File: config.mk
export PLATFORM = sky130hd
export DESIGN_NAME = deadlock_detect_unit
export DESIGN_NICKNAME = d
export VERILOG_FILES = /design/src/rtl/deadlock_pkg.sv /design/src/rtl/deadlock_stall_timer.sv /design/src/rtl/deadlock_detect_unit.sv
export SDC_FILE = /design/constraint.sdc
export NUM_CORES = 1
export LEC_CHECK = 0
export BUFFER_PORTS_ARGS = -buffer_cell sky130_fd_sc_hd__buf_2
export CAP_MARGIN = 20
export CORE_MARGIN = 1.5
export CORE_UTILIZATION = 52
export CTS_BUF_LIST = sky130_fd_sc_hd__clkbuf_4 sky130_fd_sc_hd__clkbuf_8
export DETAILED_ROUTE_END_ITERATION = 10
export PLACE_DENSITY = 0.8
export SLEW_MARGIN = 20
export SYNTH_ARGS = -nofsm -noshare
export SYNTH_HDL_FRONTEND = slang
export SYNTH_SLANG_ARGS = --single-unit
File: constraint.sdc
create_clock -name clock -period 2.05 [get_ports clock]
set_input_delay 0.3075 -clock clock [delete_from_list [all_inputs] [get_ports clock]]
set_output_delay 0.3075 -clock clock [all_outputs]
set_load 0.005 [all_outputs]
File: src/rtl/deadlock_pkg.sv
// Shared types and helpers for the per-process deadlock detect unit.
package deadlock_pkg;

   localparam int unsigned HOP_CNT_W    = 8;
   localparam int unsigned MAX_PROC_NUM = 64;

   typedef enum logic [2:0] {
      ST_RUN,
      ST_STALL,
      ST_DETECTED,
      ST_SEND,
      ST_TOKEN
   } dl_state_e;

   // Isolates the least significant set bit; zero in gives zero out.
   function automatic logic [MAX_PROC_NUM-1:0] lowest_onehot(input logic [MAX_PROC_NUM-1:0] vec);
      return vec & (~vec + MAX_PROC_NUM'(1));
   endfunction

endpackage

File: src/rtl/deadlock_stall_timer.sv
// Stuck-condition compare and saturating count of consecutive, unchanged stuck cycles.
module deadlock_stall_timer
   import deadlock_pkg::*;
#(
   parameter int unsigned PROC_NUM     = 4,
   parameter int unsigned MY_PROC_ID   = 0,
   parameter int unsigned STALL_CYCLES = 16
) (
   input  logic                clock,
   input  logic                reset,
   input  logic [PROC_NUM-1:0] blk_vec,
   input  logic [PROC_NUM-1:0] peer_blk_vec,
   input  dl_state_e           state,
   output logic [PROC_NUM-1:0] blk_m_c,
   output logic                stuck_c,
   output logic                hold_c,
   output logic                stall_done_c
);

   localparam int unsigned          CNT_W     = $clog2(STALL_CYCLES + 1);
   localparam logic [PROC_NUM-1:0] SELF_MASK = PROC_NUM'(1) << MY_PROC_ID;

   logic [CNT_W-1:0]    cnt;
   logic [PROC_NUM-1:0] blk_prev;

   assign blk_m_c = blk_vec & ~SELF_MASK;
   assign stuck_c = (blk_m_c != '0) && ((blk_m_c & ~peer_blk_vec) == '0);
   assign hold_c  = stuck_c && (blk_m_c == blk_prev);

   // The current held cycle is the STALL_CYCLES-th consecutive stuck cycle.
   assign stall_done_c = (state == ST_STALL) && hold_c && (cnt >= CNT_W'(STALL_CYCLES - 1));

   always_ff @(posedge clock or negedge reset) begin
      if (!reset) begin
         cnt      <= '0;
         blk_prev <= '0;
      end else begin
         blk_prev <= blk_m_c;
         if ((state == ST_RUN) && stuck_c) begin
            cnt <= CNT_W'(1);
         end else if ((state == ST_STALL) && hold_c) begin
            cnt <= (cnt == CNT_W'(STALL_CYCLES)) ? cnt : cnt + CNT_W'(1);
         end else begin
            cnt <= '0;
         end
      end
   end

endmodule

File: src/rtl/deadlock_detect_unit.sv
// Per-process deadlock detector and dependence-circle token forwarder.
// Optional DL_HOP_COUNT_EN adds a saturating hop_cnt of token receptions.
module deadlock_detect_unit
   import deadlock_pkg::*;
#(
   parameter int unsigned PROC_NUM     = 4,
   parameter int unsigned MY_PROC_ID   = 0,
   parameter int unsigned STALL_CYCLES = 16
) (
   input  logic                 clock,
   input  logic                 reset,
   input  logic [PROC_NUM-1:0]  blk_vec,
   input  logic [PROC_NUM-1:0]  peer_blk_vec,
   input  logic                 dl_detect_in,
   input  logic [PROC_NUM-1:0]  origin,
   input  logic [PROC_NUM-1:0]  token_in_vec,
   input  logic                 token_clear,
   output logic                 dl_out,
   output logic [PROC_NUM-1:0]  token_out_vec
`ifdef DL_HOP_COUNT_EN
   ,
   output logic [HOP_CNT_W-1:0] hop_cnt
`endif
);

   localparam logic [PROC_NUM-1:0] SELF_MASK = PROC_NUM'(1) << MY_PROC_ID;

   dl_state_e           state;
   dl_state_e           state_nxt;
   logic [PROC_NUM-1:0] blk_reg;
   logic [PROC_NUM-1:0] blk_m_c;
   logic [PROC_NUM-1:0] hop_target_c;
   logic                stuck_c;
   logic                hold_c;
   logic                stall_done_c;
   logic                dl_seen;

   deadlock_stall_timer #(
      .PROC_NUM     (PROC_NUM),
      .MY_PROC_ID   (MY_PROC_ID),
      .STALL_CYCLES (STALL_CYCLES)
   ) u_stall_timer (
      .clock        (clock),
      .reset        (reset),
      .blk_vec      (blk_vec),
      .peer_blk_vec (peer_blk_vec),
      .state        (state),
      .blk_m_c      (blk_m_c),
      .stuck_c      (stuck_c),
      .hold_c       (hold_c),
      .stall_done_c (stall_done_c)
   );

   assign hop_target_c = PROC_NUM'(lowest_onehot(MAX_PROC_NUM'(blk_reg)));

   always_ff @(posedge clock or negedge reset) begin
      if (!reset) begin
         state   <= ST_RUN;
         blk_reg <= '0;
         dl_seen <= 1'b0;
      end else begin
         state   <= state_nxt;
         dl_seen <= dl_seen | dl_detect_in;
         if (stall_done_c) begin
            blk_reg <= blk_m_c;
         end
      end
   end

   // Next state plus the combinational dl_out / token hand-off.
   always_comb begin
      state_nxt     = state;
      dl_out        = 1'b0;
      token_out_vec = '0;
      case (state)
         ST_RUN: begin
            if (stuck_c) state_nxt = ST_STALL;
         end
         ST_STALL: begin
            if (stall_done_c)  state_nxt = ST_DETECTED;
            else if (!hold_c)  state_nxt = ST_RUN;
         end
         ST_DETECTED: begin
            dl_out = !dl_detect_in;
            // A false alarm is only possible before the global flag was ever seen.
            if (!dl_detect_in && !dl_seen && !stuck_c) state_nxt = ST_RUN;
            else if (|token_in_vec)                    state_nxt = ST_TOKEN;
            else if ((origin & SELF_MASK) != '0)       state_nxt = ST_SEND;
         end
         ST_SEND: begin
            token_out_vec = token_clear ? '0 : hop_target_c;
            state_nxt     = ST_DETECTED;
         end
         ST_TOKEN: begin
            dl_out        = 1'b1;
            token_out_vec = token_clear ? '0 : hop_target_c;
            state_nxt     = ST_DETECTED;
         end
         default: state_nxt = ST_RUN;
      endcase
   end

`ifdef DL_HOP_COUNT_EN
   always_ff @(posedge clock or negedge reset) begin
      if (!reset) begin
         hop_cnt <= '0;
      end else if ((state != ST_TOKEN) && (state_nxt == ST_TOKEN) && (hop_cnt != '1)) begin
         hop_cnt <= hop_cnt + HOP_CNT_W'(1);
      end
   end
`endif

endmodule
==> results.json, run 1 <==
{
  "hold_path.class": "input pin to register",
  "pwr-share-seq_pct": 47.3,
  "synth_cell_types": 34,
  "fin_nets": 128,
  "yosysWarnings": 0,
  "ys_seq_elements": 15,
  "via_count": 648,
  "largest_reg_flops": 5,
  "clk_pin_slew_worst_paths_ps": 90,
  "drtIter0Drc": 13,
  "slowest_stage": "dfrtp_1",
  "wl_met2_um": 669,
  "p_clk_share_pct": 26.4,
  "critical_path.max_stage_delay_ps": 430,
  "routed.top_layer": "met4",
  "met1_length_um": 677,
  "p_int_uw": 500,
  "wirelength_mm": 1.44,
  "drive_gt1_share_pct": 33.7,
  "place_congestion": 0.765,
  "clk_latency_ps": 280,
  "period_needed_ps": 1890,
  "track_usage_pct": 17.3,
  "r2r_slack_ps": 160,
  "final_area_um2": 1010,
  "r2r_cells": 7,
  "syn-mean-instance-area_um2": 10.6,
  "critPathCapture": "blk_reg[2]",
  "min_period_over_period_pct": 92.1,
  "die_y_um": 43.4,
  "initial_core_util_pct": 55.7,
  "die_w_um": 43.4,
  "area_delta_synth_final_pct": 18.6,
  "synth.area.top_cells": "dfrtp_1, ha_1, nor2_1, xor2_1, mux2_1",
  "leakagePower_uw": 0.000474,
  "path_delay_family": "simple AND/OR/NAND/NOR gates",
  "synth.most_common_cell": "dfrtp_1",
  "crit_path_start_kind": "register",
  "crit_type": "register to register",
  "async_reset_ff_share_pct": 100,
  "syn_area_um2": 850,
  "synth.top_cell.area_share_pct": 44.2,
  "antenna_cells": 0,
  "syn-num-nets": 103,
  "viasPerCell": 5.40,
  "clock_sinks": 15,
  "cts_buffers": 3,
  "hold_viol": 0,
  "syn_inst": 80,
  "yosys.area.top_type": "dfrtp_1",
  "cts-root-buf": "clkbuf_4",
  "drc": 0,
  "synth_edf_count": 0,
  "grt_pass1_wl_mm": 2.43,
  "grt_pass1_vias": 587,
  "r2r-end": "blk_reg[2]",
  "final_core_util_pct": 66.1,
  "synth_common_cells": "dfrtp_1, nor2_1, inv_1",
  "status": "complete, no violations",
  "whs_ps": 190,
  "clock_path_buffers": 2,
  "cp_cell_sequence": "ha_1 -> and3_1 -> ha_1 -> nor2_1 -> o21ai_0 -> nand3_2 -> mux2_1",
  "slew_viol_final": 0,
  "dieArea_um2": 1890,
  "wl_met3_um": 60,
  "core_um2": 1520,
  "switchingPower_uw": 198,
  "clock.fmax_ghz": 0.530,
  "cts_tree": "built",
  "first_pass_iters": 4,
  "share_comb_of_total_power_pct": 26.3,
  "ctsResizeCount": 0,
  "crit_top_cell": "ha_1",
  "grt_max_degree": 16,
  "total_power_uw": 698,
  "tns_ps": 0,
  "setup_viol": 0,
  "h-tree-depth": 1,
  "ios": 25,
  "synth-main-ff-cell": "dfrtp_1",
  "end_kind": "register",
  "post_cts_buffers": 0,
  "ys_seq_area_share_pct": 44.2,
  "hpwl_mm": 1.12,
  "regMostFlops": "u_stall_timer.cnt",
  "switching_share_pct": 28.4,
  "vdd_drop_max_uv": 356,
  "antenna_found_initial": 0,
  "postPlaceCellArea_um2": 967,
  "reg2reg_from": "u_stall_timer.cnt[0]",
  "numPortBuffers": 18,
  "power_density_nw_per_um2": 693,
  "fin_skew_ps": 2.41,
  "drv_cap": 0,
  "antenna_left": 0,
  "rsz0062_at_grt": "no",
  "path_max_fanout": 5,
  "arrival_ps": 2060,
  "crit_buf_inv": 0,
  "startpoint": "u_stall_timer.cnt[0]",
  "worst_ep_required_time_ps": 2220,
  "rows": 14,
  "cp.depth": 7,
  "grt-ovfl-total": 0,
  "routedWlPerCell_um": 12.0
}
==> cell type report <==
| class | instances | area (um^2) |
|---|---|---|
| well taps | 16 | 20.0 |
| inverters | 7 | 26.3 |
| flip-flops and latches | 15 | 375 |
| multi-input cells | 57 | 440 |
| clock buffers | 4 | 30.0 |
| repair buffers | 21 | 115 |
| fillers | 121 | 517 |
==> timing repair <==
action | CTS | global route
hold buffers | 1 | 0
endpoints found under the setup margin | 0 | 0
hold endpoints to repair | 15 | 0
==> metal layers <==
metal / vias up / track usage [%]
met5: - / 0
met2: 17 / 27.5
li1: 332 / -
met4: 0 / 9.09
met3: 5 / 2.50
met1: 294 / 22.8
==> layout by cell type (no fill, tap or decap), drive strengths merged, types with 2 or more instances in the layout <==
master,Yosys,routed
nand2b,2,2
dfrtp,15,15
o32a,2,2
ha,3,3
and2b,2,2
a21oi,5,5
buf,1,20
nor2,10,10
xor2,4,4
nand3,3,3
nor3,2,2
nand2,2,2
clkbuf,0,4
mux2,3,3
inv,7,7
nor4,4,4
==> worst reg2reg max path, delay by kind of cell, from the launching register on <==
kind | cells | cell delay, ps
compound gates | 1 | 180
fa+ha+maj | 2 | 410
flops | 1 | 430
mux | 1 | 330
simple gates | 3 | 440
==> stage by stage <==
step,worst slack [ps],cells
floorplan,323,80
global placement,188,115
detailed placement,160,115
CTS,145,120
global route,25.1,120
finish,162,120
==> logic make-up after synthesis <==
family | count (synthesis) | synth area share, %
and+or+nand+nor | 33 | 25.2
DFF | 15 | 44.2
AOI/OAI and AO/OA | 12 | 12.7
buffers and inverters | 8 | 3.98
xor gates and xnor gates | 5 | 5.15
adders and majority gates | 3 | 4.42
muxes | 3 | 3.98
other | 1 | 0.441
==> power by group through the flow <==
stage / logic (uW) / registers (uW) / clock network [uW]
after floorplan: 119 / 342 / 0
after global placement: 180 / 335 / 0
after detailed placement: 182 / 337 / 0
after CTS: 185 / 331 / 188
after global routing: 204 / 334 / 200
final: 183 / 330 / 184
==> worst min path at each step <==
| stage | startpoint | to | cells past startpoint |
|---|---|---|---|
| 5_1_grt | blk_vec[3] | u_stall_timer.blk_prev[3] | 1 |
| 2_1_floorplan | reset | blk_reg[1] | 0 |
| 4_1_cts | blk_vec[3] | u_stall_timer.blk_prev[3] | 1 |
| 3_3_place_gp | reset | u_stall_timer.cnt[4] | 1 |
| 6_report | blk_vec[3] | u_stall_timer.blk_prev[3] | 1 |
| 3_5_place_dp | reset | u_stall_timer.cnt[4] | 1 |
Power figures use the tool's default switching activity.
==> inputs of run 2 (changes only) <==
--- a/config.mk
+++ b/config.mk
@@ -12,6 +12,7 @@
 export CTS_BUF_LIST = sky130_fd_sc_hd__clkbuf_4 sky130_fd_sc_hd__clkbuf_8
 export DETAILED_ROUTE_END_ITERATION = 10
 export PLACE_DENSITY = 0.8
+export SETUP_SLACK_MARGIN = 0.5
 export SLEW_MARGIN = 20
 export SYNTH_ARGS = -nofsm -noshare
 export SYNTH_HDL_FRONTEND = slang
==> results.json, run 2 (same netlist as run 1, synthesis figures left out) <==
{
  "status": "complete, no violations",
  "antenna_left": 0,
  "area_delta_synth_final_pct": 37.6,
  "grt_pass1_vias": 663,
  "leakagePower_uw": 0.000517,
  "worst_ep_required_time_ps": 2220,
  "final_cell_mix": "buf_2, dfrtp_1, inv_1, nor2_1, buf_4",
  "drive_gt1_share_pct": 58.2,
  "grt_pass1_wl_mm": 2.86,
  "startpoint": "state[1]",
  "slew_viol_final": 0,
  "drv_cap": 0,
  "clock_path_buffers": 2,
  "layout_commonest_cell": "buf_2",
  "die_w_um": 43.4,
  "initial_core_util_pct": 55.7,
  "via_count": 725,
  "cts-root-buf": "clkbuf_4",
  "largest_reg_flops": 5,
  "rsz0062_at_grt": "yes",
  "r2r_cells": 4,
  "period_needed_ps": 1720,
  "grt-busiest-layer": "met2",
  "die_y_um": 43.4,
  "p_int_uw": 543,
  "clk_pin_slew_worst_paths_ps": 90,
  "placed_cells": 114,
  "pwr-share-seq_pct": 42.5,
  "multiInputGateArea_um2": 543,
  "antenna_found_initial": 0,
  "drtIter0Drc": 6,
  "rows": 14,
  "dieArea_um2": 1890,
  "p_clk_share_pct": 23.2,
  "hold_path.class": "input pin to register",
  "clock_sinks": 15,
  "met2_usage_pct": 33.7,
  "n_fill_cell": 110,
  "core_um2": 1520,
  "crit_type": "register to register",
  "wirelength_mm": 1.86,
  "total_power_uw": 770,
  "hpwl_mm": 1.19,
  "instances_no_fill": 126,
  "cts_buffers": 3,
  "antenna_cells": 0,
  "critPathCapture": "blk_reg[2]",
  "switching_share_pct": 29.4,
  "clk_latency_ps": 270,
  "fin_nets": 134,
  "grt-ovfl-total": 0,
  "place_congestion": 0.784,
  "end_kind": "register",
  "share_comb_of_total_power_pct": 34.3,
  "ios": 25,
  "tns_ps": 0,
  "switchingPower_uw": 227,
  "routedWlPerCell_um": 14.8,
  "setup_viol": 0,
  "path_max_fanout": 6,
  "viasPerCell": 5.75,
  "numPortBuffers": 18,
  "track_usage_pct": 20.4,
  "h-tree-depth": 1,
  "vdd_drop_max_uv": 337,
  "regMostFlops": "u_stall_timer.cnt",
  "clock.fmax_ghz": 0.581,
  "hold_viol": 0,
  "grt_max_degree": 16,
  "grt_use_met1_pct": 25.6,
  "r2r_slack_ps": 330,
  "first_pass_iters": 4,
  "regArea_um2": 378,
  "power_density_nw_per_um2": 659,
  "cts_tree": "built",
  "fin_skew_ps": 2.29,
  "min_period_over_period_pct": 84.0,
  "r2r-end": "blk_reg[2]",
  "arrival_ps": 1890,
  "crit_path_start_kind": "register",
  "drc": 0,
  "reg2reg_from": "state[1]",
  "met3_usage_pct": 4.58
}
## run 2: changes by cell type in the layout (fill, tap and decap cells not counted), sizes merged
cell / before / now
buf: 20 / 26
## run 2: metal layers
layer / routed length [um] / vias up / share of wire (%)
met5: 0 / - / 0
met4: 25 / 0 / 1.3
met3: 79 / 4 / 4.2
met2: 1010 / 26 / 54
met1: 747 / 349 / 40
li1: - / 346 / -
## run 2: what timing repair did
| action | in CTS | in global routing |
|---|---|---|
| setup buffers | 5 | 2 |
| hold buffers | 1 | 0 |
| endpoints found under the setup margin | 10 | 14 |
| hold endpoints to repair | 15 | 0 |
| pin swaps | 2 | 4 |
| gates resized for setup | 11 | 12 |
## run 2: critical path, cell delays in order (launching register included)
cell and delay (ps):
dfrtp_2 450, or3b_4 420, nor4_4 190, nand3_2 200, mux2_4 350
## run 2: how the worst min path moves through the flow
stage               startpoint                   endpoint  depth (start not counted)
floorplan                reset                 blk_reg[1]                          0
global route        blk_vec[2]  u_stall_timer.blk_prev[2]                          1
detailed placement       reset       u_stall_timer.cnt[2]                          1
finish              blk_vec[3]  u_stall_timer.blk_prev[3]                          1
CTS                 blk_vec[3]  u_stall_timer.blk_prev[3]                          1
global placement         reset       u_stall_timer.cnt[2]                          1
## run 2: cell type report
class	instances	area share, %
multi-input cells	57	46.5
flip-flops and latches	15	32.3
repair buffers	27	14.7
clock buffers	4	2.57
inverters	7	2.25
well taps	16	1.71
## run 2: power groups by stage
stage	clock network [uW]	registers, uW	logic (uW)
6_report	179	327	264
5_1_grt	197	330	289
4_1_cts	184	327	247
3_5_place_dp	0	336	183
3_3_place_gp	0	335	178
2_1_floorplan	0	343	117
## run 2: per-stage QoR
step	setup WS, ps	area [um^2]	util [%]	hold slack (ps)
3_5_place_dp	203	996	65.4	233
3_3_place_gp	239	996	65.4	231
6_report	328	1170	76.7	210
2_1_floorplan	429	886	-	11.9
5_1_grt	244	1170	76.7	194
4_1_cts	323	1110	72.8	206
==> inputs of run 3 (changes only) <==
==> constraint.sdc (replaced) <==
create_clock -name clock -period 1.8 [get_ports clock]
set_input_delay 0.27 -clock clock [delete_from_list [all_inputs] [get_ports clock]]
set_output_delay 0.27 -clock clock [all_outputs]
set_load 0.005 [all_outputs]
==> results.json, run 3 (same netlist as run 1, synthesis figures left out) <==
{
  "h-tree-depth": 1,
  "p_clk_share_pct": 23.8,
  "p_int_uw": 588,
  "reg2reg_from": "state[1]",
  "first_pass_iters": 4,
  "die_w_um": 43.4,
  "worst_ep_required_time_ps": 1990,
  "grt_pass1_vias": 752,
  "violations": "setup timing",
  "period_needed_ps": 1810,
  "layout_commonest_cell": "buf_2",
  "hpwl_mm": 1.24,
  "drc": 0,
  "grt-ovfl-total": 0,
  "wirelength_mm": 2.13,
  "hold_viol": 0,
  "share_comb_of_total_power_pct": 33.0,
  "drv_cap": 0,
  "final_cell_mix": "buf_2, dfrtp_1, buf_4",
  "track_usage_pct": 23.6,
  "min_from": "blk_vec[2]",
  "viasPerCell": 5.77,
  "via_count": 768,
  "switchingPower_uw": 276,
  "core_um2": 1520,
  "fin_nets": 141,
  "drtIter0Drc": 10,
  "tns_ps": -25.5,
  "worst_pin_slew_ps": 519,
  "grt_max_degree": 16,
  "clk_latency_ps": 290,
  "numPortBuffers": 18,
  "cts-root-buf": "clkbuf_4",
  "place_congestion": 0.786,
  "cts_buffers": 3,
  "largest_reg_flops": 5,
  "hold_path.class": "input pin to register",
  "antenna_cells": 0,
  "status": "finished with violations",
  "clock_path_buffers": 2,
  "final_core_util_pct": 80.1,
  "crit_path_start_kind": "register",
  "arrival_ps": 2000,
  "path_max_fanout": 4,
  "grt_pass1_wl_mm": 3.19,
  "rows": 14,
  "power_density_nw_per_um2": 707,
  "leakagePower_uw": 0.000562,
  "switching_share_pct": 31.9,
  "dieArea_um2": 1890,
  "instances_no_fill": 133,
  "routedWlPerCell_um": 16.0,
  "clock_sinks": 15,
  "vdd_drop_max_uv": 481,
  "clock.fmax_ghz": 0.552,
  "drive_gt1_share_pct": 58.1,
  "rsz0062_at_grt": "yes",
  "area_delta_synth_final_pct": 43.7,
  "die_y_um": 43.4,
  "end_kind": "register",
  "min_period_over_period_pct": 101,
  "startpoint": "state[1]",
  "antenna_left": 0,
  "ios": 25,
  "fin_skew_ps": 3.56,
  "total_power_uw": 864,
  "initial_core_util_pct": 55.7,
  "crit_type": "register to register",
  "pre_cts_slack_ps": 7.14,
  "regMostFlops": "u_stall_timer.cnt",
  "clk_pin_slew_worst_paths_ps": 100,
  "slew_viol_final": 0,
  "placed_cells": 119,
  "antenna_found_initial": 0,
  "slew_headroom_pct": 65.4,
  "setup_viol": 4,
  "pwr-share-seq_pct": 43.2,
  "cts_tree": "built",
  "post-route-worst-setup-slack_ps": -10.2,
  "n_fill_cell": 90
}
## run 3: changes by cell type in the layout (fill, tap and decap cells not counted), moves of 2 or more
cell,before,now
buf_4,5,9
buf_6,3,6
dfrtp_1,13,15
dfrtp_2,2,0
nor2_2,1,3
nor2_4,4,1
nor3_2,2,0
## run 3: layer usage
metal	share of wire (%)	routed length, um	GRT usage, %	vias to the layer above
met1	42	889	25.3	383
met3	4.1	88	7.92	4
met2	53	1130	40.9	22
met5	0	0	0	-
li1	-	-	-	359
met4	0.99	21	12.7	0
## run 3: path summary, 6_finish.rpt
path / to / slack [ps] / cells after the start
max: blk_reg[2] / -10 / 5
min: u_stall_timer.blk_prev[2] / 160 / 1
max reg2reg: blk_reg[2] / -10 / 5
min reg2reg: dl_seen / 510 / 1
max in group asynchronous: u_stall_timer.blk_prev[2] / 1150 / 2
min in group asynchronous: state[0] / 400 / 2
## run 3: critical path: stages, from the launching register on
cell     delay (ps)
dfrtp_1         420
buf_4           140
or3b_4          400
nor4_4          210
nand3_2         190
mux2_4          350
## run 3: timing repair
action / in CTS / in global routing
pin swaps: 5 / 3
setup buffers: 5 / 4
gates resized for setup: 16 / 7
endpoints found under the hold margin: 15 / 0
endpoints found under the setup margin: 14 / 14
hold buffers: 1 / 0
## run 3: layout make-up
type	instances	area [um^2]	share of cell area [%]
tap	16	20.0	1.64
clock inverter	1	5.00	0.410
timing repair buffer	34	235	19.3
clock buffer	3	22.5	1.84
inverter	7	28.8	2.36
multi-input combinational	57	534	43.8
sequential	15	375	30.7
## run 3: metrics by stage
step | area [um^2] | hold WS, ps
after global placement | 1030 | 189
after detailed placement | 1030 | 195
after floorplan | 881 | -25.6
after CTS | 1160 | 147
after global routing | 1220 | 131
final | 1220 | 156
## run 3: power groups by stage
stage / sequential (uW) / clock, uW / combinational [uW]
after floorplan: 390 / 0 / 133
after global placement: 376 / 0 / 219
after detailed placement: 376 / 0 / 227
after CTS: 372 / 212 / 272
after global routing: 374 / 231 / 311
final: 373 / 206 / 285
